$ cat src/rtl/uart_rx_ctrl.sv
// UART receive sequencer: start detection, bit timing, checker
// strobes and the accept/reject decision for each frame.
module uart_rx_ctrl #(
  parameter int Data_Width = 8,
  parameter int PRESCALE_W = 6
) (
  input  logic                  CLK,
  input  logic                  RST,
  input  logic                  RX_IN,
  input  logic [PRESCALE_W-1:0] Prescale,
  input  logic                  PAR_EN,
  input  logic                  strt_glitch,
  input  logic                  par_err,
  input  logic                  stp_err,
  output logic                  dat_samp_en,
  output logic                  strt_chk_en,
  output logic                  deser_en,
  output logic                  par_chk_en,
  output logic                  stp_chk_en,
  output logic                  data_valid,
  output logic                  frame_err,
  output logic                  busy
);

  localparam int BW = (Data_Width > 1) ? $clog2(Data_Width) : 1;

  typedef enum logic [2:0] {
    S_IDLE,
    S_START,
    S_DATA,
    S_PAR,
    S_STOP
  } state_t;

  state_t                r_state;
  state_t                w_nstate;
  logic [PRESCALE_W-1:0] r_cnt;
  logic [PRESCALE_W-1:0] w_ncnt;
  logic [PRESCALE_W-1:0] r_pre;
  logic [PRESCALE_W-1:0] w_chk;
  logic [BW-1:0]         r_bit;
  logic [BW-1:0]         w_nbit;
  logic                  r_par_en;

  logic w_bit_end;
  logic w_lat;
  logic w_last;
  logic w_glitch;
  logic w_err;

  logic r_glt;
  logic r_par_stk;
  logic r_stp_stk;
  logic r_fin;

  logic r_samp;
  logic r_strt;
  logic r_deser;
  logic r_par;
  logic r_stp;
  logic r_dv;
  logic r_fe;
  logic r_busy;

  logic w_busy_n;
  logic w_strt_n;
  logic w_deser_n;
  logic w_par_n;
  logic w_stp_n;
  logic w_fin_n;
  logic w_dv_n;
  logic w_fe_n;

  assign w_chk     = (r_pre >> 1) + PRESCALE_W'(2);
  assign w_bit_end = r_cnt == (r_pre - PRESCALE_W'(1));
  assign w_last    = r_bit == BW'(Data_Width - 1);

  // checker results arrive the cycle after the strobe
  assign w_lat     = r_cnt == (w_chk + PRESCALE_W'(1));
  assign w_glitch  = r_glt | (w_lat & strt_glitch);
  assign w_err     = (r_par_en & r_par_stk) | r_stp_stk;

  always_ff @(posedge CLK) begin
    if (RST) begin
      r_state  <= S_IDLE;
      r_cnt    <= '0;
      r_bit    <= '0;
      r_pre    <= '0;
      r_par_en <= 1'b0;
    end else begin
      r_state <= w_nstate;
      r_cnt   <= w_ncnt;
      r_bit   <= w_nbit;
      if (r_state == S_IDLE && !RX_IN) begin
        r_pre    <= Prescale;
        r_par_en <= PAR_EN;
      end
    end
  end

  always_comb begin
    w_nstate = r_state;
    w_nbit   = r_bit;
    w_ncnt   = '0;
    if (r_state != S_IDLE) begin
      w_ncnt = w_bit_end ? '0 : r_cnt + PRESCALE_W'(1);
    end
    unique case (r_state)
      S_IDLE: begin
        w_nbit = '0;
        if (!RX_IN) w_nstate = S_START;
      end
      S_START: begin
        if (w_bit_end) begin
          w_nbit   = '0;
          w_nstate = w_glitch ? S_IDLE : S_DATA;
        end
      end
      S_DATA: begin
        if (w_bit_end) begin
          if (w_last) begin
            w_nbit   = '0;
            w_nstate = r_par_en ? S_PAR : S_STOP;
          end else begin
            w_nbit = r_bit + BW'(1);
          end
        end
      end
      S_PAR: begin
        if (w_bit_end) w_nstate = S_STOP;
      end
      S_STOP: begin
        if (w_bit_end) w_nstate = S_IDLE;
      end
      default: begin
        w_nstate = S_IDLE;
        w_nbit   = '0;
        w_ncnt   = '0;
      end
    endcase
  end

  // strobes look one cycle ahead so they are high while edge_cnt==CHK
  always_comb begin
    w_busy_n  = w_nstate != S_IDLE;
    w_strt_n  = (w_nstate == S_START) && (w_ncnt == w_chk);
    w_deser_n = (w_nstate == S_DATA)  && (w_ncnt == w_chk);
    w_par_n   = (w_nstate == S_PAR)   && (w_ncnt == w_chk);
    w_stp_n   = (w_nstate == S_STOP)  && (w_ncnt == w_chk);
    w_fin_n   = (r_state == S_STOP) && w_bit_end;
    w_dv_n    = r_fin && !w_err;
    w_fe_n    = r_fin && w_err;
  end

  always_ff @(posedge CLK) begin
    if (RST) begin
      r_samp    <= 1'b0;
      r_strt    <= 1'b0;
      r_deser   <= 1'b0;
      r_par     <= 1'b0;
      r_stp     <= 1'b0;
      r_dv      <= 1'b0;
      r_fe      <= 1'b0;
      r_busy    <= 1'b0;
      r_fin     <= 1'b0;
      r_glt     <= 1'b0;
      r_par_stk <= 1'b0;
      r_stp_stk <= 1'b0;
    end else begin
      r_samp  <= w_busy_n;
      r_busy  <= w_busy_n;
      r_strt  <= w_strt_n;
      r_deser <= w_deser_n;
      r_par   <= w_par_n;
      r_stp   <= w_stp_n;
      r_dv    <= w_dv_n;
      r_fe    <= w_fe_n;
      r_fin   <= w_fin_n;
      r_glt   <= (r_state == S_START) &&
                 (w_nstate == S_START) && w_glitch;
      if (r_fin) begin
        r_par_stk <= 1'b0;
        r_stp_stk <= 1'b0;
      end else begin
        if (r_state == S_PAR && w_lat && par_err)
          r_par_stk <= 1'b1;
        if (r_state == S_STOP && w_lat && stp_err)
          r_stp_stk <= 1'b1;
      end
    end
  end

  assign dat_samp_en = r_samp;
  assign strt_chk_en = r_strt;
  assign deser_en    = r_deser;
  assign par_chk_en  = r_par;
  assign stp_chk_en  = r_stp;
  assign data_valid  = r_dv;
  assign frame_err   = r_fe;
  assign busy        = r_busy;

endmodule
$ cat config.mk
export PLATFORM = sky130hd
export DESIGN_NAME = uart_rx_ctrl
export DESIGN_NICKNAME = d
export VERILOG_FILES = /design/src/rtl/uart_rx_ctrl.sv
export SDC_FILE = /design/constraint.sdc
export NUM_CORES = 1
export LEC_CHECK = 0
export CORE_UTILIZATION = 40
export CTS_BUF_LIST = sky130_fd_sc_hd__clkbuf_2
export CTS_CLUSTER_DIAMETER = 40
export DETAILED_ROUTE_END_ITERATION = 16
export GPL_TIMING_DRIVEN = 0
export SYNTH_ARGS = -nofsm -noshare
export SYNTH_HDL_FRONTEND = slang
export SYNTH_SLANG_ARGS = --single-unit
$ cat constraint.sdc
create_clock -name CLK -period 6.3 [get_ports CLK]
set_clock_uncertainty 0.05 [all_clocks]
set_input_delay 1.89 -clock CLK [delete_from_list [all_inputs] [get_ports CLK]]
set_output_delay 1.89 -clock CLK [all_outputs]
set_load 0.01 [all_outputs]
### After elaboration in Yosys (flattened, before gate mapping)

Cells that the tools add are included.

* $add $sub $neg: 5
* equal/unequal tests: 14
* muxes and demuxes: 16
* bitwise gates (word level): 5
* reductions and logical operators: 23

Operator list (number)
* $mux W3: 10
* $eq A6 B6 Y1: 3
* $mux W6: 3
* $pmux W3 S5: 1
* $logic_and A1 B1 Y1: 14
* $add A6 B1 Y6 const B: 2
* $eq A3 B2 Y1 const B: 4
* $eq A3 B3 Y1 const B: 3
* $pmux W3 S3: 1
* $add A5 B2 Y6 const B: 1
* $eq A3 B1 Y1 const B: 2
* $reduce_bool A3 Y1: 2
* $sub A6 B1 Y6 const B: 1
* $reduce_or A5 Y1: 1
* $ne A2 B2 Y1 const B: 2
* $reduce_or A2 Y1: 2
* $add A3 B1 Y3 const B: 1
* $logic_not A3 Y1: 1
* $reduce_and A3 Y1: 1
* $and A1 B1 Y1: 2
* $logic_not A1 Y1: 2
* $mux W2: 1
* $or A1 B1 Y1: 2
* $not A1 Y1: 1

* flip-flop bits (word level): 30
* input bits: 13
* output and inout port bits: 8
* logic and storage cells: 79

### Depth between registers and ports, before layout

* depth in word-level cells: 11
* depth in mapped cells: 10
* mapped depth without buffers: 8

### Least setup slack after synthesis

Ideal clock, no wire load.

* path kind: input port to flip-flop
* from: input RX_IN
* to: register r_par_en
* setup time: 0.070 ns
* data arrival time: 2.665 ns
* path slack: 3.514 ns
* stages on the path: 3
* path buffers: 0
* path through: nor4_1 > nand2_1 > a21oi_1

* longest elaborated chain between the ends: 2

RTL lines
* from (decl): RTL line 9 `input logic RX_IN,`
* $logic_not A1 Y1
* $logic_and A1 B1 Y1: RTL line 94 `if (r_state == S_IDLE && !RX_IN) begin`
* to (signal assigned): RTL line 89 `r_par_en <= 1'b0;`
* to (signal assigned): RTL line 96 `r_par_en <= PAR_EN;`
* to (decl): RTL line 43 `logic r_par_en;`

No other way between the ends.
A chain may end at the register's enable or synchronous reset.

==> summary.md <==
| Metric | Value |
|---|---|
| Vias in the first global route | 1182 |
| Post-synthesis compound-gate area fraction | 11.5% |
| Mux contribution to synthesized area | 1.15% |
| Gr busiest metal | met1 |
| GR Util met2 | 21.8% |
| Post-Syn Nets | 227 |
| Switch share | 29.7% |
| Hold path startpoint | r_fin |
| Synthesis Warnings | 0 |
| DR DRC count | 0 |
| Final hold vios | 0 |
| Post-synth EDFFs | 0 |
| GRT overflow | 0 |
| Min cycle time layout | 3.28 ns |
| Int Power | 253 µW |
| Fmax | 305 MHz |
| Worst-Margin Slew | 1.05 ns |
| Crit-path max FO | 2 |
| CTS tree | done |
| NetSw | 106 µW |
| Avg Inst Size Synth | 8.52 µm² |
| Netlist Area Pre-Place | 1750 µm² |
| CTS Buf Count | 5 |
| Hold slack | 0.409 ns |
| CP required | 4.36 ns |
| Post-Synthesis Cells | 205 |
| Worst skew pair latency | 0.37 ns |
| Largest family of logic cells by synthesized area | simple AND/OR/NAND/NOR gates |
| Max-cap violations | 0 |
| Crit Reg-Reg Startpoint | r_pre[2] |
| Initial Util | 42.7% |
| Total Routing Usage GR | 16.4% |
| Synth Area in Simple Gates | 24.3% |
| First-pass GRT wire length | 5.62 mm |
| Power share of the clock group | 26.1% |
| Area delta synth->final | 17.4% |
| Area share of the largest cell type after synthesis | 34.4% |
| Die ar. | 4630 µm² |
| Clock transition at path regs | 0.16 ns |
| HPWL Detailed | 2.56 mm |
| Fin crit share | 52.1% |
| Yosys cell types | 41 |
| Ys async rst share | 0% |
| ANT nets after route | 0 |
| Critical Path Sink Type | output port |
| Initial antenna violation count | 0 |
| Clock Sinks | 30 |
| Boundary pin count | 21 |
| Peak supply drop | 0.0000712 V |
| Synth area leaders | dfxtp_1 34%, xnor2_1 9.0%, ha_1 6.4% |
| RSZ-0062 raised after global routing | false |
| P_leak | 0.000792 µW |
| Via Count | 1391 |
| Count of non-filler cells in the finished layout | 283 |
| Seq pwr share | 55.6% |
| Share of cells above drive strength 1 | 7.73% |
| Met3 usage | 4.50% |
| Diodes inserted | 0 |
| Status | completed |
| Buffers added on ports | 20 |
| Commonest cells post-synth | 30 x dfxtp_1, 25 x nand2_1, 22 x nor2_1, 18 x xnor2_1, 11 x xor2_1 |
| Vias per Instance | 4.92 |
| Resized cells post-CTS | 0 |
| Routability cong. | 0.814 |
| 1st-iter DRT viols | 89 |
| Adder-Cell Fraction of Synth Area | 6.45% |
| Routed WL per cell | 11.7 µm |
| Count leader, synth | dfxtp_1 |
| Hold_buf cts | 0 |
| Comb power frac | 18.3% |
| Die height | 68.1 µm |
| Startpoint types | register |
| Post-synth top flop | dfxtp_1 |
| Synth area leader | dfxtp_1 |
| Nets | 254 |
| Seq/Total Area, Yosys | 34.4% |
| Final setup TNS | 0 ns |
| Slew HR | 29.2% |
| Crit path DAT | 1.34 ns |
| Initial DRT Pass Iterations | 4 |
| Xor and xnor area share after synthesis | 17.2% |
| Overall power | 359 µW |
| Largest net degree at the start of global routing | 11 |
| Met1 GRT Util | 24.7% |
| Drt total wl | 3.32 mm |
| CTS H-tree depth | 2 |
| Core area | 4090 µm² |
| Final setup violation count | 0 |
| FP Rows | 23 |
| Slew Viols, Final | 0 |
| Placed insts | 275 |
| CTS root buffer | clkbuf_2 |
| Setup crit start | busy |
| Die X | 68.1 µm |
| Min-delay worst type | reg2reg |
| Power per cell area | 175 nW/µm² |
| Critical setup path kind | reg2out |
| Clk buf depth | 2 |
| FF+latch count, synth | 30 |
| Post-CTS Setup Inserts | 0 |
| Post-route core utilization | 50.2% |
[critical path, cell delays in order, from the launching register on]
cell and delay (ns):
dfxtp_1 0.36, buf_4 0.10, clkdlybuf4s50_1 0.51
[kinds of logic after synthesis]
| family | count (synthesis) |
|---|---|
| compound gates | 29 |
| xor+xnor | 31 |
| fa+ha+maj | 9 |
| buf+inv | 20 |
| flops | 30 |
| mux | 2 |
| simple gates | 84 |
[sequential cells by signal (all words and copies together), names as in the netlist, 3 cells and up]
signal and count:
r_bit 3, r_state 3, r_pre 6, r_cnt 6
[cells in the final DEF, fill, tap and decap left out, drive strengths merged, types with 3 or more instances in the layout]
master / n
xor2: 11
nand3: 7
nand2b: 4
inv: 7
ha: 9
a31oi: 3
a22o: 3
nor3: 8
nor4: 4
buf: 6
nand2: 25
dfxtp: 30
nor2b: 4
o21ai: 3
a21oi: 10
clkbuf: 12
xnor2: 18
clkdlybuf4s50: 20
nor2: 22
[routing by layer]
| layer | part of all wire (%) | wire length, µm | vias up |
|---|---|---|---|
| li1 | - | - | 749 |
| met1 | 54 | 1810 | 609 |
| met2 | 40 | 1330 | 28 |
| met3 | 4.2 | 138 | 5 |
| met4 | 1.4 | 48 | 0 |
| met5 | 0 | 0 | - |
[worst paths after layout]
| kind | slack, ns | to | cells after the start |
|---|---|---|---|
| max | 3.02 | dat_samp_en | 2 |
| min | 0.41 | r_stp_stk | 1 |
| max reg2reg | 3.66 | busy | 9 |
| min reg2reg | 0.41 | r_stp_stk | 1 |
[area by class of cell]
type | count | area, µm²
fill | 433 | 2040
multi-input combinational | 155 | 1060
sequential | 30 | 601
timing repair buffer | 20 | 200
tap | 50 | 62.6
buffer | 13 | 61.3
inverter | 7 | 26.3
clock buffer | 5 | 25.0
clock inverter | 3 | 16.3
[power by group through the flow]
stage,Clock (µW),Combinational (µW),Sequential (µW)
2_1_floorplan,0,47.2,203
4_1_cts,98.6,66.5,200
3_5_place_dp,0,66.2,204
6_report,93.7,65.8,200
3_3_place_gp,0,65.9,204
5_1_grt,105,74.3,201
[stage by stage]
step | instance area [µm²] | worst slack [ns]
after floorplan | 1750 | 3.51
after global placement | 2010 | 2.73
after detailed placement | 2010 | 2.74
after CTS | 2050 | 2.99
after global routing | 2050 | 2.92
final | 2050 | 3.02
No activity file was read; power rests on OpenSTA's default activity.
